`config.mk`:
```
export PLATFORM = sky130hd
export DESIGN_NAME = mem_port_arbiter
export DESIGN_NICKNAME = d
export VERILOG_FILES = /design/src/rtl/mem_port_arbiter.sv
export SDC_FILE = /design/constraint.sdc
export NUM_CORES = 1
export LEC_CHECK = 0
export ABC_AREA = 1
export BUFFER_PORTS_ARGS = -buffer_cell sky130_fd_sc_hd__buf_2
export CAP_MARGIN = 20
export CELL_PAD_IN_SITES_DETAIL_PLACEMENT = 1
export CELL_PAD_IN_SITES_GLOBAL_PLACEMENT = 1
export CORE_MARGIN = 8
export CORE_UTILIZATION = 35
export DETAILED_ROUTE_END_ITERATION = 7
export GPL_ROUTABILITY_DRIVEN = 1
export PLACE_DENSITY_LB_ADDON = 0.05
export SLEW_MARGIN = 10
export SYNTH_ARGS = -nofsm -noshare
export SYNTH_HDL_FRONTEND = slang
export SYNTH_SLANG_ARGS = --single-unit
```
`constraint.sdc`:
```
create_clock -name clk -period 5.5 [get_ports clk]
set_clock_uncertainty 0.1 [all_clocks]
set_input_delay 1.65 -clock clk [delete_from_list [all_inputs] [get_ports clk]]
set_output_delay 1.65 -clock clk [all_outputs]
set_load 0.1 [all_outputs]
```
`src/rtl/mem_port_arbiter.sv`:
```
// Arbiter sharing one single-port memory between the fetch and load/store paths.
// Each access: request/accept handshake in IDLE, MEM_LATENCY cycles of BUSY,
// then a one-cycle response pulse in RESP to the owner only.
module mem_port_arbiter #(
  parameter int unsigned ADDR_W      = 32,
  parameter int unsigned DATA_W      = 32,
  parameter int unsigned MEM_LATENCY = 1,
  parameter int unsigned FIXED_PRIO  = 0
) (
  input  logic                clk,
  input  logic                rst_n,
  input  logic                if_req,
  input  logic [ADDR_W-1:0]   if_addr,
  output logic                if_ready,
  output logic                if_rvalid,
  output logic [DATA_W-1:0]   if_rdata,
  input  logic                d_req,
  input  logic                d_we,
  input  logic [ADDR_W-1:0]   d_addr,
  input  logic [DATA_W-1:0]   d_wdata,
  input  logic [DATA_W/8-1:0] d_wmask,
  output logic                d_ready,
  output logic                d_rvalid,
  output logic [DATA_W-1:0]   d_rdata,
  output logic                mem_en,
  output logic                mem_we,
  output logic [ADDR_W-1:0]   mem_addr,
  output logic [DATA_W-1:0]   mem_wdata,
  output logic [DATA_W/8-1:0] mem_wmask,
  input  logic [DATA_W-1:0]   mem_rdata
);

  if (MEM_LATENCY < 1 || MEM_LATENCY > 15) begin : g_bad_latency
    $error("mem_port_arbiter: MEM_LATENCY must be in 1..15");
  end
  if (DATA_W % 8 != 0) begin : g_bad_data_w
    $error("mem_port_arbiter: DATA_W must be a multiple of 8");
  end

  localparam logic [3:0] LatM1 = 4'(MEM_LATENCY - 1);

  typedef enum logic [1:0] {StIdle, StBusy, StResp} state_e;
  typedef enum logic [1:0] {OwnNone, OwnIf, OwnD} owner_e;

  state_e              state_q, state_d;
  owner_e              owner_q, owner_d;
  logic                last_d_q, last_d_d;   // 1 = last grant went to data
  logic [3:0]          cnt_q, cnt_d;
  logic                first_q, first_d;     // first BUSY cycle, gates the write strobe
  logic [ADDR_W-1:0]   addr_q, addr_d;
  logic                we_q, we_d;
  logic [DATA_W-1:0]   wdata_q, wdata_d;
  logic [DATA_W/8-1:0] wmask_q, wmask_d;
  logic [DATA_W-1:0]   if_rdata_q, if_rdata_d;
  logic [DATA_W-1:0]   d_rdata_q, d_rdata_d;

  logic prio_if, grant_if, grant_d;

  // Tie-break: fetch wins when fixed priority is set or data was served last.
  always_comb begin
    prio_if  = (FIXED_PRIO != 0) || last_d_q;
    grant_if = (state_q == StIdle) && if_req && (!d_req || prio_if);
    grant_d  = (state_q == StIdle) && d_req && !grant_if;
  end

  // Next-state logic: grant and latch in IDLE, count latency in BUSY, respond in RESP.
  always_comb begin
    state_d    = state_q;
    owner_d    = owner_q;
    last_d_d   = last_d_q;
    cnt_d      = cnt_q;
    first_d    = first_q;
    addr_d     = addr_q;
    we_d       = we_q;
    wdata_d    = wdata_q;
    wmask_d    = wmask_q;
    if_rdata_d = if_rdata_q;
    d_rdata_d  = d_rdata_q;
    unique case (state_q)
      StIdle: begin
        if (grant_if) begin
          addr_d   = if_addr;
          we_d     = 1'b0;
          wdata_d  = '0;
          wmask_d  = '0;
          owner_d  = OwnIf;
          last_d_d = 1'b0;
        end else if (grant_d) begin
          addr_d   = d_addr;
          we_d     = d_we;
          wdata_d  = d_wdata;
          wmask_d  = d_wmask;
          owner_d  = OwnD;
          last_d_d = 1'b1;
        end
        if (grant_if || grant_d) begin
          cnt_d   = LatM1;
          first_d = 1'b1;
          state_d = StBusy;
        end
      end
      StBusy: begin
        first_d = 1'b0;
        if (cnt_q != 4'd0) begin
          cnt_d = cnt_q - 4'd1;
        end else begin
          if (owner_q == OwnIf) begin
            if_rdata_d = mem_rdata;
          end else begin
            d_rdata_d = we_q ? '0 : mem_rdata;
          end
          state_d = StResp;
        end
      end
      StResp: begin
        owner_d = OwnNone;
        state_d = StIdle;
      end
      default: state_d = StIdle;
    endcase
  end

  // State registers with synchronous active-low reset.
  always_ff @(posedge clk) begin
    if (!rst_n) begin
      state_q    <= StIdle;
      owner_q    <= OwnNone;
      last_d_q   <= 1'b1;
      cnt_q      <= 4'd0;
      first_q    <= 1'b0;
      addr_q     <= '0;
      we_q       <= 1'b0;
      wdata_q    <= '0;
      wmask_q    <= '0;
      if_rdata_q <= '0;
      d_rdata_q  <= '0;
    end else begin
      state_q    <= state_d;
      owner_q    <= owner_d;
      last_d_q   <= last_d_d;
      cnt_q      <= cnt_d;
      first_q    <= first_d;
      addr_q     <= addr_d;
      we_q       <= we_d;
      wdata_q    <= wdata_d;
      wmask_q    <= wmask_d;
      if_rdata_q <= if_rdata_d;
      d_rdata_q  <= d_rdata_d;
    end
  end

  // Outputs, forced to 0 while reset is held so an in-flight access stops at once.
  always_comb begin
    if_ready  = rst_n && grant_if;
    d_ready   = rst_n && grant_d;
    if_rvalid = rst_n && (state_q == StResp) && (owner_q == OwnIf);
    d_rvalid  = rst_n && (state_q == StResp) && (owner_q == OwnD);
    if_rdata  = rst_n ? if_rdata_q : '0;
    d_rdata   = rst_n ? d_rdata_q : '0;
    mem_en    = rst_n && (state_q == StBusy);
    mem_we    = mem_en && first_q && we_q;
    mem_addr  = mem_en ? addr_q : '0;
    mem_wdata = mem_en ? wdata_q : '0;
    mem_wmask = mem_en ? wmask_q : '0;
  end

endmodule
```
-- After elaboration in Yosys (flattened, before gate mapping)
Cells that the tools add are included.
W data, S select, Z words.
- div/mod/pow operators: 0
- $add $sub $neg: 1
- multiplexer cells: 27
- equality and inequality tests: 8
- bitwise operators: 2
- reductions and logical operators: 28
- magnitude comparators: 0
- shift-type cells: 0
- $mul: 0
- operator list (kind ; number):
    $mux W32 ; 9
    $mux W4 ; 5
    $logic_and A1 B1 Y1 ; 12
    $reduce_and A3 Y1 ; 3
    $mux W2 ; 4
    $pmux W2 S2 ; 2
    $pmux W4 S2 ; 1
    $reduce_and A2 Y1 ; 4
    $reduce_bool A2 Y1 ; 3
    $mux W1 ; 5
    $eq A2 B1 Y1 const B ; 2
    $eq A2 B2 Y1 const B ; 2
    $ne A2 B2 Y1 const B ; 2
    $reduce_bool A4 Y1 ; 1
    $sub A4 B1 Y4 const B ; 1
    $ne A3 B3 Y1 const B ; 1
    $logic_not A1 Y1 ; 2
    $logic_not A2 Y1 ; 1
    $logic_or A1 B1 Y1 ; 2
    $ne A2 B1 Y1 const B ; 1
    $not A1 Y1 ; 2
    $pmux W1 S2 ; 1
- ROM bits: 0
- latch bits: 0
- bits in registers: 143
- output and inout bits: 138
- memory bits (writable): 0
- memories: 0
- input bits: 137
- logic and storage cells: 77

-- Depth between registers and ports, before layout
- word-level depth: 8
- mapped depth: 10
- depth with buffers taken out: 8

-- Least setup slack after synthesis
Ideal clock, no wire load.
- path type: input to output
- from: in rst_n
- to: out d_rvalid
- arrival time: 4.398 ns
- setup slack: -0.648 ns
- path buffers: 3
- cell stages on the path: 5
- required time: 3.750 ns
- path through: buf_2 buf_2 clkbuf_1 nand2_1 nor3_1
- cells in the longest elaborated chain, start to end: 2
- RTL lines (item ; RTL line ; RTL):
    from (decl) ; 11 ; input logic rst_n,
    $logic_and A1 B1 Y1 (2 in a row) ; 157 ; d_rvalid = rst_n && (state_q == StResp) && (owner_q == OwnD);
    to (decl) ; 23 ; output logic d_rvalid,
Every way passes these cells.

-- Final worst setup path
- from: in rst_n
- to: out d_rdata[21]
- cells in the longest elaborated chain, start to end: 1
- RTL lines (item ; RTL line ; RTL):
    $mux W32 ; 159 ; d_rdata = rst_n ? d_rdata_q : '0;
    to (decl) ; 24 ; output logic [DATA_W-1:0] d_rdata,
Every way passes these cells.

==> flow_metrics.py <==
metrics = {
    "drt": {
        "drc": 0,
        "wl_per_cell_um": 15.2,
        "first_pass_iters": 4,
        "ant_nets": 0,
        "num_vias": 6804,
        "drt_iter0_markers": 292,
        "totalWireLength_um": 22200,
        "viasPerCell": 4.65,
    },
    "power_and_ir_drop": {
        "clkPwrFrac_pct": 32.8,
        "pwr-share-comb_pct": 32.6,
        "switching_share_pct": 38.7,
        "power.density_nw_per_um2": 381,
        "power_frac_seq_pct": 34.6,
        "p_switching_mw": 1.42,
        "ir_drop_mv": 0.229,
        "leakage_nw": 5.33,
        "p_total_mw": 3.66,
        "internal_power_mw": 2.25,
    },
    "finish": {
        "drive_above_1_share_pct": 27.1,
        "syn2layout_area_growth_pct": 49.9,
        "final_nets": 1358,
        "design_area_um2": 9620,
    },
    "global_routing": {
        "antenna_found_initial": 2,
        "grt.total_usage_pct": 19.3,
        "grt-ovfl-total": 0,
        "grt_pass1_wl_um": 35300,
        "grt_pass1_vias": 7094,
        "grt_max_degree": 66,
    },
    "floorplanning": {
        "initial_core_util_pct": 35.7,
        "rows": 49,
        "core-area_um2": 18000,
        "io_pins": 275,
        "die-height_um": 151,
        "dieArea_um2": 22900,
        "dieWidth_um": 151,
    },
    "synthesis": {
        "synth_nets": 1112,
        "yosysSeqAreaShare_pct": 44.6,
        "netlist-cell-type-count": 28,
        "synth_seq_cells": 143,
        "yosys_warnings": 0,
        "avgSynthCellArea_um2": 6.60,
        "netlist_instances": 973,
        "synth-async-reset-ratio_pct": 0,
        "yosys.area.top_type": "dfxtp_1",
        "synth_edf_count": 0,
        "synth_top_area_share_pct": 44.6,
        "syn_area_um2": 6420,
        "synth_area_leaders": "dfxtp_1 (45%), inv_1 (12%), nand2_1 (11%)",
        "ys.flop_type": "dfxtp_1",
    },
    "clock_tree": {
        "ctsHtreeMaxLevel": 4,
        "cts_sinks": 143,
        "clk_pin_slew_ns": 0.06,
        "holdBufCountCts": 0,
        "cts.path.max_buffers": 2,
        "ctsResizeCount": 0,
        "cts_buffers": 17,
        "post_cts_buffers": 0,
        "clk_latency_ns": 0.41,
        "root_buffer": "clkbuf_16",
        "cts_tree": "built",
    },
    "min_path": {
        "worstHoldPathType": "flop to flop",
        "min_to": "wmask_q[3]$_SDFFE_PN0P_",
        "whs_path_depth": 2,
        "worstHoldStart": "wmask_q[3]$_SDFFE_PN0P_",
    },
    "setup_path": {
        "reg2reg_to": "wmask_q[2]$_SDFFE_PN0P_",
        "r2r_cells": 7,
        "worst-path-max-fanout": 42,
        "critPathArrivalTime_ns": 3.07,
        "reg2reg_from": "state_q[1]$_SDFFE_PN0P_",
        "critPathKind": "input pin to primary output",
        "end_kind": "primary output",
        "reg2reg_slack_ns": 3.10,
        "cp-start-kind": "input pin",
        "required_ns": 3.75,
    },
    "outcome": {
        "status": "finished clean",
    },
    "sta": {
        "slew_viol_final": 0,
        "max_slew.worst_pin.slew_ns": 0.724,
        "setup_tns_ns": 0,
        "clock.fmax_mhz": 207,
        "rsz0062_at_grt": "false",
        "finalSetupViolations": 0,
        "timing.final.crit_share_pct": 87.6,
        "min_period_ns": 4.82,
        "finalHoldViolCount": 0,
        "fin_ws_ns": 0.680,
        "slew_headroom_pct": 51.6,
    },
    "place": {
        "placed_area_um2": 9000,
        "io_buffer_count": 274,
        "hpwl_um": 16000,
        "gp_congestion": 0.732,
        "dp_slack_ns": 0.703,
    },
    "job": {
        "drv_cap": 0,
    },
}
==> flip-flops by register name, summed over array words and instances, names as in the netlist <==
register,flops
addr_q,32
d_rdata_q,32
if_rdata_q,32
wdata_q,32
cnt_q,4
wmask_q,4
owner_q,2
state_q,2
first_q,1
last_d_q,1
we_q,1
==> metrics by stage <==
step	util, %	hold slack, ns	std cells
6_report	53.6	0.369	1462
3_5_place_dp	50.1	0.362	1429
2_1_floorplan	-	0.345	973
5_1_grt	53.6	0.387	1462
4_1_cts	53.5	0.373	1461
3_3_place_gp	50.0	0.358	1428
==> synth_stat cells (2+ instances only) <==
library cell  count
inv_2             2
nor2_4            2
buf_4             2
dfxtp_1         143
nor2_1          145
clkbuf_1         29
nand3_1          72
o21ai_0          94
inv_1           210
buf_2            19
o21ai_1           5
nor3_1            2
ha_1              2
nand2_1         191
buf_6             2
o22ai_1          34
nand2_2           2
buf_1             7
==> cell usage in the layout (no fill, tap or decap), types with 12 or more instances in the layout <==
cell       count
inv_1        210
buf_2        202
nand2_1      191
nor2_1       143
dfxtp_1      143
o21ai_0       94
nand3_1       72
buf_12        71
o22ai_1       34
clkbuf_16     17
buf_4         12
==> worst max-delay path, stage by stage <==
cell     delay [ns]
buf_4          0.37
buf_4          0.38
nand2_1        0.12
inv_1          0.08
buf_2          0.44
==> worst max path at each step <==
| stage | depth (start not counted) | slack, ns | start | endpoint |
|---|---|---|---|---|
| final | 5 | 0.68 | rst_n | d_rdata[21] |
| after global routing | 5 | 0.61 | rst_n | d_rdata[21] |
| after global placement | 5 | 0.74 | rst_n | d_rdata[16] |
| after detailed placement | 5 | 0.70 | rst_n | if_rdata[26] |
| after floorplan | 6 | 0.06 | rst_n | mem_we |
| after CTS | 5 | 0.68 | rst_n | d_rdata[21] |
==> power by group through the flow <==
stage	sequential, mW	clock, mW	combinational (mW)
floorplan	1.27	0	0.876
global placement	1.28	0	1.19
detailed placement	1.29	0	1.20
CTS	1.27	1.23	1.21
global route	1.29	1.28	1.31
finish	1.27	1.20	1.19
==> final cells by class <==
type,count,area [µm²]
flip-flops and latches,143,2860
fillers,2352,8340
clock buffers,18,439
diodes,1,2.50
well taps,229,287
inverters,212,796
repair buffers,286,2540
multi-input cells,559,2510
clock inverters,14,181
==> per-layer routing <==
metal,vias to the layer above,wire (µm),track usage (%)
met5,-,8,0
met4,2,405,5.64
met3,27,2010,6.99
met2,174,10900,34.1
met1,3174,8840,21.3
li1,3427,-,-
==> cell families after synthesis <==
kind of cell             synth area share (%)
AND/OR/NAND/NOR                          27.1
adder cells (fa/ha/maj)                 0.390
flip-flops                               44.6
AO/OA/AOI/OAI                            11.2
buffers and inverters                    16.6
XOR/XNOR                                0.136
No activity file was read; power rests on OpenSTA's default activity.
